### config.mk
export PLATFORM = sky130hd
export DESIGN_NAME = seg7_scan_driver
export DESIGN_NICKNAME = d
export VERILOG_FILES = /design/src/rtl/seg7_scan_driver.sv
export SDC_FILE = /design/constraint.sdc
export NUM_CORES = 1
export LEC_CHECK = 0
export CAP_MARGIN = 20
export CORE_MARGIN = 10
export CORE_UTILIZATION = 61
export CTS_CLUSTER_DIAMETER = 60
export DETAILED_ROUTE_END_ITERATION = 8
export PLACE_DENSITY = 0.94
export RECOVER_POWER = 25
export SLEW_MARGIN = 30
export SYNTH_ARGS = -nofsm -noshare
export SYNTH_HDL_FRONTEND = slang
export SYNTH_SLANG_ARGS = --single-unit
### constraint.sdc
create_clock -name clk -period 3.86 [get_ports clk]
set_input_delay 0.386 -clock clk [delete_from_list [all_inputs] [get_ports clk]]
set_output_delay 0.386 -clock clk [all_outputs]
set_load 0.01 [all_outputs]
### src/rtl/seg7_scan_driver.sv
// Time-multiplexed N-digit 7-segment driver with a double-buffered display register,
// per-digit dp/blank/blink, leading-zero suppression and a per-slot ghosting guard.
module seg7_scan_driver #(
    parameter int NUM_DIGITS   = 4,
    parameter int SCAN_DIV     = 1000,
    parameter int GUARD        = 1,
    parameter int BLINK_FRAMES = 250,
    parameter bit SEG_ACT_LOW  = 1'b1,
    parameter bit DIG_ACT_LOW  = 1'b1
) (
    input  logic                      clk,
    input  logic                      rst_n,
    input  logic                      load,
    input  logic [4*NUM_DIGITS-1:0]   data,
    input  logic [NUM_DIGITS-1:0]     dp_in,
    input  logic [NUM_DIGITS-1:0]     blank_in,
    input  logic [NUM_DIGITS-1:0]     blink_in,
    input  logic                      lz_en,
    output logic [6:0]                seg,
    output logic                      dp,
    output logic [NUM_DIGITS-1:0]     digit,
    output logic                      busy
);

    localparam int PW = $clog2(SCAN_DIV);
    localparam int IW = (NUM_DIGITS > 1) ? $clog2(NUM_DIGITS) : 1;
    localparam int BW = (BLINK_FRAMES > 1) ? $clog2(BLINK_FRAMES) : 1;
    localparam int N  = NUM_DIGITS;

    localparam logic [PW-1:0] P_LAST  = PW'(SCAN_DIV - 1);
    localparam logic [PW-1:0] P_GUARD = PW'(GUARD);
    localparam logic [IW-1:0] I_LAST  = IW'(NUM_DIGITS - 1);
    localparam logic [BW-1:0] B_LAST  = BW'(BLINK_FRAMES - 1);
    localparam logic [6:0]    SEG_OFF = SEG_ACT_LOW ? 7'h7F : 7'h00;
    localparam logic          DP_OFF  = SEG_ACT_LOW ? 1'b1 : 1'b0;
    localparam logic [N-1:0]  DIG_OFF = DIG_ACT_LOW ? {N{1'b1}} : {N{1'b0}};

    function automatic logic [6:0] hex_to_seg(input logic [3:0] nib);
        logic [6:0] s;
        case (nib)
            4'h0: s = 7'h3F;  4'h1: s = 7'h06;  4'h2: s = 7'h5B;  4'h3: s = 7'h4F;
            4'h4: s = 7'h66;  4'h5: s = 7'h6D;  4'h6: s = 7'h7D;  4'h7: s = 7'h07;
            4'h8: s = 7'h7F;  4'h9: s = 7'h6F;  4'hA: s = 7'h77;  4'hB: s = 7'h7C;
            4'hC: s = 7'h39;  4'hD: s = 7'h5E;  4'hE: s = 7'h79;  4'hF: s = 7'h71;
            default: s = 7'h00;
        endcase
        return s;
    endfunction

    logic [PW-1:0]  p_q, p_d;
    logic [IW-1:0]  i_q, i_d;
    logic [BW-1:0]  bcnt_q, bcnt_d;
    logic           bphase_q, bphase_d;
    logic [4*N-1:0] shd_data_q, shd_data_d, act_data_q, act_data_d;
    logic [N-1:0]   shd_dp_q, shd_dp_d, act_dp_q, act_dp_d;
    logic [N-1:0]   shd_blank_q, shd_blank_d, act_blank_q, act_blank_d;
    logic [N-1:0]   shd_blink_q, shd_blink_d, act_blink_q, act_blink_d;
    logic           busy_q, busy_d;
    logic [6:0]     seg_q, seg_d;
    logic           dp_q, dp_d;
    logic [N-1:0]   digit_q, digit_d;

    logic           frame_end_s;
    logic [N-1:0]   lz_mask_s;
    logic           zero_run_s;
    logic           dark_s;
    logic [3:0]     cur_nib_s;
    logic [6:0]     seg_hi_s;
    logic           dp_hi_s;
    logic [N-1:0]   dig_hi_s;

    // Scan counters, blink timebase and the shadow/active commit logic
    always_comb begin
        frame_end_s = (p_q == P_LAST) && (i_q == I_LAST);
        p_d         = (p_q == P_LAST) ? {PW{1'b0}} : p_q + PW'(1);
        i_d         = i_q;
        bcnt_d      = bcnt_q;
        bphase_d    = bphase_q;
        shd_data_d  = shd_data_q;   act_data_d  = act_data_q;
        shd_dp_d    = shd_dp_q;     act_dp_d    = act_dp_q;
        shd_blank_d = shd_blank_q;  act_blank_d = act_blank_q;
        shd_blink_d = shd_blink_q;  act_blink_d = act_blink_q;
        busy_d      = busy_q;

        if (p_q == P_LAST) begin
            i_d = (i_q == I_LAST) ? {IW{1'b0}} : i_q + IW'(1);
        end else begin
            i_d = i_q;
        end

        if (frame_end_s) begin
            if (bcnt_q == B_LAST) begin
                bcnt_d   = {BW{1'b0}};
                bphase_d = ~bphase_q;
            end else begin
                bcnt_d   = bcnt_q + BW'(1);
            end
        end else begin
            bcnt_d = bcnt_q;
        end

        // A load landing on the frame-end cycle goes straight to the active set.
        if (load && frame_end_s) begin
            act_data_d  = data;      act_dp_d    = dp_in;
            act_blank_d = blank_in;  act_blink_d = blink_in;
            busy_d      = 1'b0;
        end else if (load) begin
            shd_data_d  = data;      shd_dp_d    = dp_in;
            shd_blank_d = blank_in;  shd_blink_d = blink_in;
            busy_d      = 1'b1;
        end else if (frame_end_s && busy_q) begin
            act_data_d  = shd_data_q;   act_dp_d    = shd_dp_q;
            act_blank_d = shd_blank_q;  act_blink_d = shd_blink_q;
            busy_d      = 1'b0;
        end else begin
            busy_d = busy_q;
        end
    end

    // Output decode for the slot currently addressed by (p, i)
    always_comb begin
        zero_run_s = 1'b1;
        lz_mask_s  = {N{1'b0}};
        for (int k = N - 1; k >= 0; k--) begin
            zero_run_s   = zero_run_s & (act_data_q[4*k +: 4] == 4'h0);
            lz_mask_s[k] = zero_run_s;
        end
        cur_nib_s = act_data_q[{i_q, 2'b00} +: 4];
        dark_s    = act_blank_q[i_q]
                  | (act_blink_q[i_q] & bphase_q)
                  | (lz_en & lz_mask_s[i_q] & (i_q != {IW{1'b0}}));
        seg_hi_s  = dark_s ? 7'h00 : hex_to_seg(cur_nib_s);
        dp_hi_s   = ~dark_s & act_dp_q[i_q];
        dig_hi_s  = (p_q >= P_GUARD) ? (N'(1) << i_q) : {N{1'b0}};
        seg_d     = SEG_ACT_LOW ? ~seg_hi_s : seg_hi_s;
        dp_d      = SEG_ACT_LOW ? ~dp_hi_s  : dp_hi_s;
        digit_d   = DIG_ACT_LOW ? ~dig_hi_s : dig_hi_s;
    end

    // State and registered pin drivers with synchronous active-low reset
    always_ff @(posedge clk) begin
        if (!rst_n) begin
            p_q         <= {PW{1'b0}};
            i_q         <= {IW{1'b0}};
            bcnt_q      <= {BW{1'b0}};
            bphase_q    <= 1'b0;
            shd_data_q  <= {(4*N){1'b0}};  act_data_q  <= {(4*N){1'b0}};
            shd_dp_q    <= {N{1'b0}};      act_dp_q    <= {N{1'b0}};
            shd_blank_q <= {N{1'b0}};      act_blank_q <= {N{1'b0}};
            shd_blink_q <= {N{1'b0}};      act_blink_q <= {N{1'b0}};
            busy_q      <= 1'b0;
            seg_q       <= SEG_OFF;
            dp_q        <= DP_OFF;
            digit_q     <= DIG_OFF;
        end else begin
            p_q         <= p_d;
            i_q         <= i_d;
            bcnt_q      <= bcnt_d;
            bphase_q    <= bphase_d;
            shd_data_q  <= shd_data_d;   act_data_q  <= act_data_d;
            shd_dp_q    <= shd_dp_d;     act_dp_q    <= act_dp_d;
            shd_blank_q <= shd_blank_d;  act_blank_q <= act_blank_d;
            shd_blink_q <= shd_blink_d;  act_blink_q <= act_blink_d;
            busy_q      <= busy_d;
            seg_q       <= seg_d;
            dp_q        <= dp_d;
            digit_q     <= digit_d;
        end
    end

    assign seg   = seg_q;
    assign dp    = dp_q;
    assign digit = digit_q;
    assign busy  = busy_q;

endmodule

# [Yosys cells after proc, flatten, opt, wreduce, memory -nomap -nowiden]
# Memories as Yosys holds them, arrays and structs flattened.
# Index checks and enable logic that the tools add are counted.
[classes] n_reduce_logical=15 n_lt_le_gt_ge=2 n_eq_ne=4 shifts=2 bitwise=16 addsub=3 n_mux=26
[ops] operator="$mux 16" n=3
[ops] operator="$mux 4" n=10
[ops] operator="$logic_not 4->1" n=4
[ops] operator="$shiftx 16x5->4" n=1
[ops] operator="$add 10x1->10 const B" n=1
[ops] operator="$eq 10x10->1 const B" n=1
[ops] operator="$ge 10x1->1 const B" n=1
[ops] operator="$add 8x1->8 const B" n=1
[ops] operator="$bmux 1 s2" n=4
[ops] operator="$eq 8x8->1 const B" n=1
[ops] operator="$mux 8" n=1
[ops] operator="$and 1x1->1" n=7
[ops] operator="$mux 7" n=1
[ops] operator="$not 7->7" n=1
[ops] operator="$mux 1" n=6
[ops] operator="$reduce_and 2->1" n=3
[ops] operator="$reduce_bool 2->1" n=3
[ops] operator="$not 1->1" n=5
[ops] operator="$not 4->4" n=1
[ops] operator="$reduce_or 2->1" n=2
[ops] operator="$shl 1x2->4 const A" n=1
[ops] operator="$logic_and 1x1->1" n=3
[ops] operator="$lt 2x3->1 const B" n=1
[ops] operator="$add 2x1->2 const B" n=1
[ops] operator="4 further kinds" n=5
[word_totals] elab_cells=85 romBits=112 input_bits=32 regBits=90 mem_count=1
[memory_table] memory="(no name shown)" depth=16 width=7 read_ports=1 rd_clocked_by_memory_dff=0 wr=0 line_no="40" rtl="case (nib)"

# [Logic depth before layout (Yosys ltp)]
[logic_depth] word_depth=12 mapped_depth=8 ltp_nobuf=7

# [Worst setup path after synthesis]
# Ideal clock, no wire load.
[synth_timing] path_type="register to register" start="register i_q[0]" end="register seg_q[0], in the netlist seg[0]" path_slack_ns=1.758 synth_period_minus_slack_ns=2.102 arrival_ns=2.023 setup_ns=0.079 stages_incl_launch_ff=9 path_buffers=2 path_cell_list="dfxtp_1 clkbuf_1 buf_1 inv_1 ha_1 nor4b_1 nand3_1 a211o_1 o211ai_1"
[synth_via] elab_chain_len=7
[synth_lines] element="from (decl)" line_no="51" rtl="logic [IW-1:0] i_q, i_d;"
[synth_lines] element="from (signal assigned)" line_no="144" rtl="i_q <= {IW{1'b0}};"
[synth_lines] element="from (signal assigned)" line_no="157" rtl="i_q <= i_d;"
[synth_lines] element="branches (longest 5 deep; another with $mem_v2 16x7)"
[synth_lines] element="$mux 7 *" line_no="132" rtl="seg_hi_s = dark_s ? 7'h00 : hex_to_seg(cur_nib_s);"
[synth_lines] element="$not 7->7 *" line_no="135" rtl="seg_d = SEG_ACT_LOW ? ~seg_hi_s : seg_hi_s;"
[synth_lines] element="to (signal assigned)" line_no="165" rtl="seg_q <= seg_d;"
[synth_lines] element="to (decl)" line_no="59" rtl="logic [6:0] seg_q, seg_d;"
# Every way passes the cells marked *. The select of a mux whose other input is x is not followed.
# A chain may end at the register's enable or synchronous reset.

# [Final worst setup path]
[layout_timing] start="register i_q[0]" end="register act_blink_q[0]"
[layout_via] elab_chain_len=5
[layout_lines] element="$eq 2x2->1 *" line_no="74" rtl="frame_end_s = (p_q == P_LAST) && (i_q == I_LAST);"
[layout_lines] element="$logic_and 1x1->1 *" line_no="74"
[layout_lines] element="$logic_and 1x1->1, on equally long branches" line_no="103, 111"
[layout_lines] element="$ne 2x1->1 (no line) or $reduce_bool 2->1 (tied branches)"
[layout_lines] element="$reduce_and 2->1 (no line)"
[layout_lines] element="to (signal assigned)" line_no="150" rtl="shd_blink_q <= {N{1'b0}}; act_blink_q <= {N{1'b0}};"
[layout_lines] element="to (signal assigned)" line_no="163" rtl="shd_blink_q <= shd_blink_d; act_blink_q <= act_blink_d;"
[layout_lines] element="to (decl)" line_no="57" rtl="logic [N-1:0] shd_blink_q, shd_blink_d, act_blink_q, act_blink_d;"
# Mark *: on every way between the ends. The rest lies on a longest branch, timed or not.

==> results.sh <==
export IMPL_status="finished, violations left"
export IMPL_violations="capacitance limit, slew limit"
export IMPL_routedWlPerCell_um=16.9
export IMPL_min_period_over_period_pct=77.8
export IMPL_cp_num_buf_inv=2
export IMPL_final_area_um2=5090
export IMPL_postCtsHoldBufs=0
export IMPL_via_per_inst=6.06
export IMPL_nNetsFinal=582
export IMPL_setup_tns_ns=0
export IMPL_ys_top_cells_by_count="dfxtp_1, a21oi_1, nand2_1, nor2_1, inv_1"
export IMPL_yosysWarningCount=0
export IMPL_grt_overflow_total=0
export IMPL_vdd_ir_drop_max_mv=0.201
export IMPL_grt_max_degree=39
export IMPL_synth_seq_area_share_pct=40.9
export IMPL_syn_area_um2=4410
export IMPL_worstSkewPairLatency_ns=0.36
export IMPL_clockRootBuffer="clkbuf_8"
export IMPL_grt_setup_unrepaired="no"
export IMPL_final_setup_viol_count=0
export IMPL_drive_above_1_share_pct=10.4
export IMPL_cts_buffer_depth=2
export IMPL_fill_cells=482
export IMPL_synth_largest_area_cell="dfxtp_1"
export IMPL_finalWirelength_mm=10.7
export IMPL_use_met2_pct=32.2
export IMPL_ys_ff_latch=90
export IMPL_use_met3_pct=5.34
export IMPL_io_buffers=44
export IMPL_cts_resized_gates=0
export IMPL_cts_buffers=9
export IMPL_p_per_area_nw_per_um2=353
export IMPL_dpl_cell_count=621
export IMPL_use_met1_pct=22.7
export IMPL_route_detailed_drc=0
export IMPL_synth_top_area_share_pct=40.9
export IMPL_skew_ns=0.00898
export IMPL_start_kind="register"
export IMPL_synthDistinctLibCells=52
export IMPL_num_io_pins=45
export IMPL_crit_family="simple AND/OR/NAND/NOR gates"
export IMPL_syn_to_final_growth_pct=15.6
export IMPL_slew_viol_final=39
export IMPL_grt_first_pass_wirelength_mm=18.1
export IMPL_fp_row_count=30
export IMPL_synth_most_common_cell="dfxtp_1"
export IMPL_synth_top_flop_cell="dfxtp_1"
export IMPL_place_hpwl_mm=7.35
export IMPL_via_count=3852
export IMPL_dr_pass1_iters=5
export IMPL_syn_inst=502
export IMPL_period_minus_slack_ns=3.00
export IMPL_leakage_nw=1.72
export IMPL_setup_slack_ns=0.857
export IMPL_hold_viol=0
export IMPL_place_congestion=0.863
export IMPL_grt_use_total_pct=19.5
export IMPL_fmax_mhz=333
export IMPL_worst_hold_slack_ns=0.458
export IMPL_cp_cell_sequence="ha_1, inv_1, nor4_4, buf_4, a21oi_1, o32ai_1"
export IMPL_start_util_pct=63.8
export IMPL_crit_fanout=17
export IMPL_fp_dieH_um=105
export IMPL_cts_tree="built"
export IMPL_first_iter_violations=427
export IMPL_tightest_slew_ns=1.74
export IMPL_synth_edf_count=0
export IMPL_maxCapViolCount=1
export IMPL_antenna_found_initial=0
export IMPL_hold_class="reg -> reg"
export IMPL_cp_required_ns=4.12
export IMPL_end_kind="register"
export IMPL_total_power_mw=1.80
export IMPL_busiest_layer="met2"
export IMPL_post_route_util_pct=73.8
export IMPL_clk_pin_slew_ns=0.08
export IMPL_place_area_um2=4900
export IMPL_path_class="reg -> reg"
export IMPL_arrival_ns=3.26
export IMPL_die_area_um2=11000
export IMPL_postRouteAntennaNets=0
export IMPL_n_antenna_cell=0
export IMPL_critPathMaxStageDelay_ns=0.79
export IMPL_htree_levels=3
export IMPL_synth_async_reset_ratio_pct=0
export IMPL_synthTopCellsByArea="dfxtp_1, a21oi_1, o32ai_2"
export IMPL_synth_nets=548
export IMPL_cts_setup_buffers=0
export IMPL_clock_sinks=90
export IMPL_dp_worst_setup_slack_ns=0.958
export IMPL_fin_cells=636
export IMPL_die_x_um=105
export IMPL_avgSynthCellArea_um2=8.78
export IMPL_core_um2=6910
export IMPL_relSlewSlack_pct=-16.1
export IMPL_grt_pass1_vias=3709
export IMPL_slowest_stage="nor4_4"
metal layers:
metal  part of all wire (%)  up-vias
met4                    2.9        0
li1                       -     1830
met1                     40     1807
met2                     50      183
met5                      0        -
met3                    7.7       32
flip-flops by register name, indices dropped and copies added (netlist names):
signal and cells:
i_q 2, act_blink_q 4, shd_dp_q 4, act_dp_q 4
shd_data_q 16, shd_blank_q 4, bphase_q 1, busy 1
act_blank_q 4, seg 7, digit 4, p_q 10
shd_blink_q 4, dp 1, bcnt_q 8, act_data_q 16
worst register-to-register path, delay by kind of cell (launching register included):
family / cells / cell delay, ns
AO/OA/AOI/OAI: 2 / 0.40
adder cells (fa/ha/maj): 1 / 0.42
buffers and inverters: 2 / 0.52
flip-flops: 1 / 0.77
AND/OR/NAND/NOR: 1 / 0.79
power breakdown:
group	internal [mW]	switching [mW]	leakage (nW)
logic	0.0669	0.0832	0.887
clock network	0.361	0.319	0.100
registers	0.952	0.0147	0.734
total	1.38	0.417	1.72
kinds of logic after synthesis:
family	synth area share [%]
AO/OA/AOI/OAI	22.1
buffers and inverters	7.12
XOR/XNOR	1.79
multiplexers	5.56
AND/OR/NAND/NOR	18.6
flip-flops	40.9
adder cells (fa/ha/maj)	3.97
layout by cell type, fill, tap and decap left out, types with 2 or more instances in the layout:
master	instances
clkbuf_1	4
inv_1	44
dfxtp_1	90
nor4_1	4
a211o_1	3
nand3b_1	4
nor4b_1	2
o21ai_0	5
o31ai_1	2
nor2_1	45
nor3_1	6
dlygate4sd3_1	14
nand3_1	16
bufinv_16	2
and3_1	4
o21bai_1	2
ha_1	14
a21oi_1	67
mux4_2	5
o32ai_1	9
nand2_1	67
o32ai_2	20
xnor2_1	7
buf_4	9
clkdlybuf4s50_1	30
clkbuf_8	9
o211ai_1	3
or3_1	7
or4_1	2
nand4_1	7
a31oi_1	2
mux2i_1	11
mux2_2	2
xor2_1	2
cell type report:
class                      instances  area (um2)  share of cell area, %
clock buffer                      12         135                   2.65
clock inverter                     3        65.1                   1.28
inverter                          44         165                   3.24
multi-input combinational        337        2300                   45.1
sequential                        90        1800                   35.4
tap                               96         120                   2.36
timing repair buffer              54         512                   10.0
final timing paths:
path,depth (start not counted),startpoint,slack (ns),end
max reg2reg,6,i_q[0],0.86,act_blink_q[0]
min reg2reg,2,act_blank_q[0],0.46,act_blank_q[0]
max,6,i_q[0],0.86,act_blink_q[0]
min,2,act_blank_q[0],0.46,act_blank_q[0]
Note: power is estimated with default switching activity, not from simulation.
